File: src/rtl/fetch_sequencer_pkg.sv
// fetch_sequencer_pkg: state encoding and word width shared by the fetch sequencer files.
package fetch_sequencer_pkg;

  localparam int WORD_W = 16;

  typedef enum logic [2:0] {
    IDLE  = 3'd0,
    REQ   = 3'd1,
    WAIT  = 3'd2,
    FULL  = 3'd3,
    BR    = 3'd4,
    DRAIN = 3'd5
  } state_t;

endpackage

File: src/rtl/fetch_sequencer_timeout.sv
// fetch_timeout: counts consecutive cycles spent waiting on memory and flags
// the last allowed cycle. Only compiled when FETCH_TIMEOUT_EN is defined.
`ifdef FETCH_TIMEOUT_EN
module fetch_timeout #(
  parameter int TIMEOUT_CYCLES = 15
) (
  input  logic clock,
  input  logic reset,
  input  logic i_active,
  output logic o_expired
);

  logic [7:0] r_count;

  // Count while the sequencer waits; any other state restarts the count.
  always_ff @(posedge clock or posedge reset) begin
    if (reset) begin
      r_count <= 8'd0;
    end else if (!i_active) begin
      r_count <= 8'd0;
    end else begin
      r_count <= r_count + 8'd1;
    end
  end

  assign o_expired = i_active && (r_count == 8'(TIMEOUT_CYCLES - 1));

endmodule
`endif

File: src/rtl/fetch_sequencer.sv
// fetch_sequencer: instruction fetch FSM sitting between the PC, memory and decode.
// Optional feature: define FETCH_TIMEOUT_EN to abort a stalled read after
// TIMEOUT_CYCLES waiting cycles and raise the sticky fetch_err flag.
module fetch_sequencer
  import fetch_sequencer_pkg::*;
#(
  parameter int TIMEOUT_CYCLES = 15
) (
  input  logic              clock,
  input  logic              reset,
  input  logic              run,
  input  logic [WORD_W-1:0] pc,
  output logic              inc_pc,
  output logic              pc_load,
  output logic [WORD_W-1:0] pc_data,
  output logic              mem_rd,
  output logic [WORD_W-1:0] mem_addr,
  input  logic              mem_valid,
  input  logic [WORD_W-1:0] mem_rdata,
  output logic [WORD_W-1:0] ir,
  output logic              ir_valid,
  input  logic              ir_ack,
  input  logic              branch_req,
  input  logic [WORD_W-1:0] branch_target,
  output logic              fetch_err
);

  if (TIMEOUT_CYCLES < 1 || TIMEOUT_CYCLES > 255) begin : g_badTimeout
    $error("fetch_sequencer: TIMEOUT_CYCLES must lie in 1..255");
  end

  state_t            r_state, w_stateNext;
  logic              r_outstanding, w_outstandingNext;
  logic              r_incPc, w_incPcNext;
  logic              r_pcLoad, w_pcLoadNext;
  logic              r_memRd, w_memRdNext;
  logic              r_irValid, w_irValidNext;
  logic              r_fetchErr, w_fetchErrNext;
  logic [WORD_W-1:0] r_pcData, w_pcDataNext;
  logic [WORD_W-1:0] r_memAddr, w_memAddrNext;
  logic [WORD_W-1:0] r_ir, w_irNext;
  logic              w_takeBranch;
  logic              w_timeout;

`ifdef FETCH_TIMEOUT_EN
  logic w_timeoutActive;
  assign w_timeoutActive = (r_state == WAIT) || (r_state == DRAIN);

  fetch_timeout #(.TIMEOUT_CYCLES(TIMEOUT_CYCLES)) u_timeout (
    .clock     (clock),
    .reset     (reset),
    .i_active  (w_timeoutActive),
    .o_expired (w_timeout)
  );
`else
  assign w_timeout = 1'b0;
`endif

  // State and every output live in flops so no input reaches an output combinationally.
  always_ff @(posedge clock or posedge reset) begin
    if (reset) begin
      r_state       <= IDLE;
      r_outstanding <= 1'b0;
      r_incPc       <= 1'b0;
      r_pcLoad      <= 1'b0;
      r_memRd       <= 1'b0;
      r_irValid     <= 1'b0;
      r_fetchErr    <= 1'b0;
      r_pcData      <= '0;
      r_memAddr     <= '0;
      r_ir          <= '0;
    end else begin
      r_state       <= w_stateNext;
      r_outstanding <= w_outstandingNext;
      r_incPc       <= w_incPcNext;
      r_pcLoad      <= w_pcLoadNext;
      r_memRd       <= w_memRdNext;
      r_irValid     <= w_irValidNext;
      r_fetchErr    <= w_fetchErrNext;
      r_pcData      <= w_pcDataNext;
      r_memAddr     <= w_memAddrNext;
      r_ir          <= w_irNext;
    end
  end

  // Next state and next output values; a branch request overrides whatever the state wanted.
  always_comb begin
    w_stateNext       = r_state;
    w_outstandingNext = r_outstanding;
    w_incPcNext       = 1'b0;
    w_pcLoadNext      = 1'b0;
    w_memRdNext       = 1'b0;
    w_irValidNext     = r_irValid;
    w_fetchErrNext    = r_fetchErr;
    w_pcDataNext      = r_pcData;
    w_memAddrNext     = r_memAddr;
    w_irNext          = r_ir;
    w_takeBranch      = 1'b0;

    case (r_state)
      IDLE: begin
        if (branch_req) begin
          w_takeBranch = 1'b1;
        end else if (run) begin
          w_stateNext = REQ;
        end
      end
      REQ: begin
        if (branch_req) begin
          w_takeBranch = 1'b1;
        end else begin
          w_memRdNext       = 1'b1;
          w_memAddrNext     = pc;
          w_outstandingNext = 1'b1;
          w_stateNext       = WAIT;
        end
      end
      WAIT: begin
        if (branch_req) begin
          w_takeBranch = 1'b1;
          if (mem_valid) begin
            w_outstandingNext = 1'b0;
          end
        end else if (mem_valid) begin
          w_irNext          = mem_rdata;
          w_irValidNext     = 1'b1;
          w_incPcNext       = 1'b1;
          w_outstandingNext = 1'b0;
          w_stateNext       = FULL;
        end else if (w_timeout) begin
          w_fetchErrNext    = 1'b1;
          w_outstandingNext = 1'b0;
          w_stateNext       = IDLE;
        end
      end
      FULL: begin
        if (branch_req) begin
          w_takeBranch = 1'b1;
        end else if (ir_ack) begin
          w_irValidNext = 1'b0;
          w_stateNext   = run ? REQ : IDLE;
        end
      end
      BR: begin
        if (mem_valid) begin
          w_outstandingNext = 1'b0;
        end
        if (branch_req) begin
          w_takeBranch = 1'b1;
        end else if (w_outstandingNext) begin
          w_stateNext = DRAIN;
        end else begin
          w_stateNext = REQ;
        end
      end
      DRAIN: begin
        if (mem_valid) begin
          w_outstandingNext = 1'b0;
        end
        if (branch_req) begin
          w_takeBranch = 1'b1;
        end else if (mem_valid) begin
          w_stateNext = REQ;
        end else if (w_timeout) begin
          w_fetchErrNext    = 1'b1;
          w_outstandingNext = 1'b0;
          w_stateNext       = IDLE;
        end
      end
      default: begin
        w_stateNext = IDLE;
      end
    endcase

    if (w_takeBranch) begin
      w_stateNext   = BR;
      w_pcLoadNext  = 1'b1;
      w_pcDataNext  = branch_target;
      w_irValidNext = 1'b0;
    end
  end

  assign inc_pc    = r_incPc;
  assign pc_load   = r_pcLoad;
  assign pc_data   = r_pcData;
  assign mem_rd    = r_memRd;
  assign mem_addr  = r_memAddr;
  assign ir        = r_ir;
  assign ir_valid  = r_irValid;
  assign fetch_err = r_fetchErr;

endmodule

File: config.mk
export PLATFORM = sky130hd
export DESIGN_NAME = fetch_sequencer
export DESIGN_NICKNAME = d
export VERILOG_FILES = /design/src/rtl/fetch_sequencer_pkg.sv /design/src/rtl/fetch_sequencer_timeout.sv /design/src/rtl/fetch_sequencer.sv
export SDC_FILE = /design/constraint.sdc
export NUM_CORES = 1
export LEC_CHECK = 0
export BUFFER_PORTS_ARGS = -buffer_cell sky130_fd_sc_hd__buf_2
export CAP_MARGIN = 15
export CORE_MARGIN = 2
export CORE_UTILIZATION = 41
export CTS_CLUSTER_SIZE = 16
export DETAILED_ROUTE_END_ITERATION = 6
export PLACE_DENSITY = 0.74
export REMOVE_ABC_BUFFERS = 1
export SLEW_MARGIN = 10
export SYNTH_ARGS = -nofsm -noshare
export SYNTH_HDL_FRONTEND = slang
export SYNTH_SLANG_ARGS = --single-unit
File: constraint.sdc
create_clock -name clock -period 1.6 [get_ports clock]
set_clock_uncertainty 0.15 [all_clocks]
set_input_delay 0.16 -clock clock [delete_from_list [all_inputs] [get_ports clock]]
set_output_delay 0.16 -clock clock [all_outputs]
set_load 0.005 [all_outputs]
==> results.md, run 1 <==
- Design Power: 4430 uW
- Core area: 5200 um^2
- Top area cells in the synthesized netlist: dfrtp_1, mux2_2, buf_6
- CP max stage delay: 0.45 ns
- Post-synthesis xor/xnor area fraction: 0
- MaxCap Viol Count: 0
- DRT iter0 DRCs: 77
- Detailed Route WL: 5.69 mm
- Ratio of cells with drive above 1 in the final layout: 0.574
- Main combinational cell family by area after synthesis: multiplexers
- Share of the synthesized area in the top cell type: 0.624
- Syn avg cell area: 15.3 um^2
- Clock Tree Buf Depth: 2
- YS warnings: 0
- Crit start category: flip-flop
- Largest net degree at the start of global routing: 40
- First-pass detailed-route iteration total: 4
- Hold Vio Cnt, Final: 0
- Compound-gate portion of the synthesized area: 0.0440
- CP cell instances: nor4b_4 > buf_12 > mux2_2
- Total track usage: 0.193
- Vias in the first global route: 1,877
- CTS buffer count: 5
- Die width: 78.0 um
- CP Data Arrival Time: 1.62 ns
- CTS root buffer: clkbuf_8
- Critical path class: flip-flop to flip-flop
- Synth Register Bits: 56
- Buffers on Ports: 105
- Tmin final: 1.57 ns
- Commonest non-fill, non-tap cell in the layout: buf_2
- Final setup fails: 0
- NumNets Final: 363
- Synth area leader: dfrtp_1
- Leak: 0.00178 uW
- # DRC: 0
- H-tree depth: 2
- Post-synthesis simple-gate area fraction: 0.0552
- Initial antenna violation count: 0
- Worst vdd ir: 1.03 mV
- Num ports: 107
- Clk sinks: 56
- Register area share after synthesis: 0.624
- Site row count: 26
- Die area: 6090 um^2
- Clock transition at path regs: 0.10 ns
- Die Ht: 78.0 um
- Pre-CTS setup slack: -0.0306 ns
- Detailed-route via count: 1,820
- Post-synth ARST share: 1.00
- DR vias/cell: 4.79
- Hold Crit Class: input pin to flip-flop
- Cell variety after synth: 28
- Max stage delay cell, worst path: dfrtp_2
- Crit Path Max Fanout: 17
- Critical Path End Type: flip-flop
- Main flop type after synthesis: dfrtp_1
- Dpl hpwl: 3.45 mm
- Area Growth Syn to Fin: 56.8%
- CP required: 1.65 ns
- Synthesized instance count: 147
- CTS tree: built
- Setup ws final: 0.0270 ns
- Status: finished, final reports clean
- Post-synthesis instance area: 2250 um^2
- Adder-Cell Fraction of Synth Area: 0
- Antenna-violating nets left: 0
- First-pass GRT wire length: 8.96 mm
- Routability cong.: 0.834
- Post-synth EDFFs: 0
- Power per cell area: 1260 nW/um^2
- RSZ-0062 raised after global routing: true
- Fmax: 636 MHz
- Drt wl/cell: 15.0 um
- Ant. Diodes: 0
- Grt ovf: 0
- Most frequent cells in the layout: buf_2, dfrtp_1, dlygate4sd3_1
- Initial Util: 0.431
- Post-synthesis mux area share: 0.241
- Clk_lat worst skew: 0.31 ns
- Pins over their slew limit: 0
- Final period util: 0.983
[flip-flops by register name, summed over array words and instances, names as in the netlist]
register	cells
mem_addr	16
r_outstanding	1
r_state	3
pc_load	1
ir	16
ir_valid	1
pc_data	16
mem_rd	1
inc_pc	1
[area by class of cell]
type	instances	area, um^2
Sequential cell	56	1400
Clock buffer	5	68.8
Fill cell	364	1680
Tap cell	70	87.6
Timing Repair Buffer	163	1130
Clock inverter	3	46.3
Inverter	3	11.3
Multi-Input combinational cell	80	771
[layer usage]
| metal | global-route usage | vias to the layer above | wire length [um] |
|---|---|---|---|
| li1 | - | 840 | - |
| met1 | 0.229 | 883 | 2290 |
| met2 | 0.324 | 82 | 2890 |
| met3 | 0.0540 | 15 | 342 |
| met4 | 0.0895 | 0 | 165 |
| met5 | 0 | - | 0 |
[kinds of logic after synthesis]
family / after synthesis
buffers and inverters: 11
flip-flops: 56
other: 1
AO/OA/AOI/OAI: 13
AND/OR/NAND/NOR: 18
multiplexers: 48
[critical path: cells and delay by family (launching register included)]
family | cells | cell delay, ns
flip-flops | 1 | 0.45
multiplexers | 1 | 0.34
AND/OR/NAND/NOR | 1 | 0.32
buffers and inverters | 1 | 0.20
[report_power, final]
part	switching [uW]	internal [uW]
combinational	531	843
clock	471	475
sequential	255	1850
[stage by stage]
step | instances | setup TNS (ns) | cell area, um^2 | util | hold WS [ns]
floorplan | 139 | -10.04 | 2180 | - | 0.107
global placement | 322 | 0 | 2900 | 0.558 | 0.0168
detailed placement | 322 | -0.394 | 2900 | 0.558 | 0.0220
CTS | 379 | -0.00285 | 3510 | 0.674 | 0.0104
global route | 380 | -0.202 | 3520 | 0.676 | 0.0288
finish | 380 | 0 | 3520 | 0.676 | 0.0232
[cells in the mapped netlist, types with 2 or more instances]
| library cell | n |
|---|---|
| nand3_1 | 2 |
| buf_2 | 2 |
| buf_6 | 3 |
| dfrtp_1 | 56 |
| buf_4 | 3 |
| inv_1 | 2 |
| nand2_1 | 4 |
| nor3_1 | 2 |
| mux2_2 | 48 |
| nor2b_1 | 3 |
| o21ai_0 | 4 |
| nand2b_1 | 2 |
[what timing repair did]
action                                  4_1_cts  5_1_grt
hold buffers                                 49        0
endpoints found under the setup margin       17       31
hold endpoints to repair                     65        0
pin swaps                                     1        0
buffers inserted                              0        1
cloned                                        0        0
resized for setup                             1        1
[final timing paths]
| kind | startpoint | endpoint | slack [ns] | depth (start not counted) |
|---|---|---|---|---|
| max in group asynchronous | reset | pc_data[3] | 0.55 | 4 |
| worst min register to register | ir[1] | ir[1] | 0.36 | 1 |
| min in group asynchronous | reset | ir[9] | 0.23 | 3 |
| worst max register to register | r_state[2] | mem_addr[12] | 0.03 | 3 |
| worst min-delay path | branch_req | r_state[0] | 0.02 | 2 |
| worst max-delay path | r_state[2] | mem_addr[12] | 0.03 | 3 |
(Power assumes the default switching activity.)
==> run 2: changes to the inputs <==
--- a/config.mk
+++ b/config.mk
@@ -5,13 +5,14 @@
 export SDC_FILE = /design/constraint.sdc
 export NUM_CORES = 1
 export LEC_CHECK = 0
+export ABC_AREA = 1
 export BUFFER_PORTS_ARGS = -buffer_cell sky130_fd_sc_hd__buf_2
 export CAP_MARGIN = 15
 export CORE_MARGIN = 2
-export CORE_UTILIZATION = 41
+export CORE_UTILIZATION = 42
 export CTS_CLUSTER_SIZE = 16
 export DETAILED_ROUTE_END_ITERATION = 6
-export PLACE_DENSITY = 0.74
+export PLACE_DENSITY = 0.75
 export REMOVE_ABC_BUFFERS = 1
 export SLEW_MARGIN = 10
 export SYNTH_ARGS = -nofsm -noshare
==> results.md, run 2 <==
- H-tree depth: 2
- Clk_lat worst skew: 0.30 ns
- Hold Vio Cnt, Final: 0
- Worst vdd ir: 0.685 mV
- Drt wl/cell: 13.7 um
- Vias in the first global route: 2,254
- Post-synthesis instance area: 2310 um^2
- Post-synth top cells: nand2_1, dfrtp_1, inv_1
- Critical Path End Type: flip-flop
- Detailed Route WL: 6.81 mm
- Worst reg2reg endpoint: ir[5]
- Crit start category: flip-flop
- CP max stage delay: 0.46 ns
- CP dominant cell by count: nand2_1
- First-pass GRT wire length: 10.5 mm
- Fmax: 667 MHz
- Power per cell area: 1230 nW/um^2
- Max stage delay cell, worst path: dfrtp_2
- Register area share after synthesis: 0.606
- Critical path class: flip-flop to flip-flop
- Post-synthesis xor/xnor area fraction: 0
- Synthesized instance count: 267
- Grt ovf: 0
- CTS buffer count: 5
- Worst reg2reg path depth: 7
- Core area: 5410 um^2
- Synth Register Bits: 56
- RSZ-0062 raised after global routing: false
- Main flop type after synthesis: dfrtp_1
- Post-synth EDFFs: 0
- Total track usage: 0.224
- CTS root buffer: clkbuf_8
- Detailed-route via count: 2,375
- Design Power: 4290 uW
- Commonest non-fill, non-tap cell in the layout: nand2_1
- Post-synth ARST share: 1.00
- Die Ht: 78.2 um
- Reg-to-reg slack, setup: 0.10 ns
- Ratio of cells with drive above 1 in the final layout: 0.308
- Leak: 0.00201 uW
- Reg-to-reg critical path startpoint: r_state[2]
- Initial antenna violation count: 0
- CP cell instances: nor2_2 > nand2_2 > inv_2 > nand3_4 > inv_8 > nand2_1 > nand2_1
- Syn avg cell area: 8.66 um^2
- CTS tree: built
- Adder-Cell Fraction of Synth Area: 0
- Area Growth Syn to Fin: 51.4%
- Final period util: 0.937
- Die width: 78.2 um
- Antenna-violating nets left: 0
- Hold Path Sink: r_outstanding
- Top-count cell post-synth: nand2_1
- Dpl hpwl: 3.98 mm
- Tmin final: 1.50 ns
- Ant. Diodes: 0
- Clk sinks: 56
- Top area cells in the synthesized netlist: dfrtp_1, nand2_1, buf_6
- NumNets Final: 479
- Pins over their slew limit: 0
- Hold path depth: 4
- Crit Path Max Fanout: 17
- Post-synthesis mux area share: 0
- Buffers on Ports: 105
- Status: finished, final reports clean
- Initial Util: 0.428
- First-pass detailed-route iteration total: 4
- Post-Route Setup TNS: 0 ns
- MaxCap Viol Count: 0
- Share of the synthesized area in the top cell type: 0.606
- Post-CTS Setup Inserts: 0
- Routability cong.: 0.873
- Compound-gate portion of the synthesized area: 0.0108
- Clock Tree Buf Depth: 2
- Final setup fails: 0
- DR vias/cell: 4.78
- DRT iter0 DRCs: 139
- Num ports: 107
- # DRC: 0
- Filler Cells Inserted: 449
- Site row count: 27
- HP Start: mem_valid
- Main combinational cell family by area after synthesis: simple AND/OR/NAND/NOR gates
- Cell variety after synth: 20
- Synth area leader: dfrtp_1
- YS warnings: 0
- Die area: 6110 um^2
- Post-synthesis simple-gate area fraction: 0.321
- Hold Crit Class: input pin to flip-flop
- Clock transition at path regs: 0.09 ns
- Largest net degree at the start of global routing: 57
- CP Data Arrival Time: 1.59 ns
- CP required: 1.69 ns
- Most frequent cells in the layout: nand2_1, buf_2, dfrtp_1
[run 2: cell count changes after synthesis, moves of 3 or more]
| cell | before | now |
|---|---|---|
| nand2_2 | 0 | 3 |
| nand4_1 | 0 | 4 |
| nor2_1 | 1 | 7 |
| mux2_2 | 48 | 0 |
| nand3_1 | 2 | 5 |
| inv_1 | 2 | 10 |
| nand2_1 | 4 | 157 |
| nor2b_1 | 3 | 0 |
[run 2: cell families (layout without fill, tap and decap cells)]
kind of cell	Yosys count	after routing
other cells	1	1
buf+inv	24	181
simple gates	181	182
flops	56	56
compound gates	5	5
[run 2: repair_timing]
action | CTS | global route
hold buffers | 50 | 0
endpoints found under the setup margin | 0 | 17
gates resized for setup | 0 | 4
endpoints found under the hold margin | 105 | 0
[run 2: critical path: cells and delay by family (launching register included)]
kind	cells	cell delay, ns
buffers and inverters	2	0.26
flip-flops	1	0.46
AND/OR/NAND/NOR	5	0.56
[run 2: layout make-up]
| class | count | area (um^2) | area share |
|---|---|---|---|
| sequential | 56 | 1400 | 0.401 |
| multi-input combinational | 188 | 779 | 0.223 |
| clock buffer | 6 | 72.6 | 0.0207 |
| clock inverter | 1 | 5.00 | 0.00143 |
| inverter | 15 | 66.3 | 0.0190 |
| timing repair buffer | 159 | 1080 | 0.309 |
| tap | 72 | 90.1 | 0.0258 |
[run 2: power breakdown]
part | internal [uW] | switching (uW)
sequential | 1890 | 291
combinational | 674 | 709
clock | 299 | 421
total | 2870 | 1420
[run 2: stage by stage]
| stage | hold slack (ns) | setup slack [ns] | util | cell area, um^2 | cells |
|---|---|---|---|---|---|
| 2_1_floorplan | 0.113 | -0.0813 | - | 2230 | 258 |
| 6_report | 0.0917 | 0.101 | 0.647 | 3500 | 497 |
| 5_1_grt | 0.121 | 0.000415 | 0.647 | 3500 | 497 |
| 3_3_place_gp | 0.0819 | 0.133 | 0.537 | 2900 | 439 |
| 3_5_place_dp | 0.0905 | 0.0600 | 0.537 | 2900 | 439 |
| 4_1_cts | 0.0590 | 0.0411 | 0.644 | 3480 | 496 |
[run 2: metal layers]
metal	vias to the layer above	share of wire	track usage	wire (um)
li1	1120	-	-	-
met1	1115	0.35	0.231	2390
met2	108	0.55	0.419	3760
met3	32	0.047	0.0483	322
met4	0	0.049	0.123	331
met5	-	0	0	0
[run 2: worst max path at each step]
| stage | startpoint | end | slack, ns | cells after the start |
|---|---|---|---|---|
| 2_1_floorplan | reset | inc_pc | -0.08 | 1 |
| 3_3_place_gp | r_state[2] | ir[6] | 0.13 | 7 |
| 3_5_place_dp | r_state[2] | ir[11] | 0.06 | 7 |
| 4_1_cts | r_state[2] | ir[6] | 0.04 | 7 |
| 5_1_grt | r_state[2] | ir[5] | 0.0004 | 7 |
| 6_report | r_state[2] | ir[5] | 0.10 | 7 |
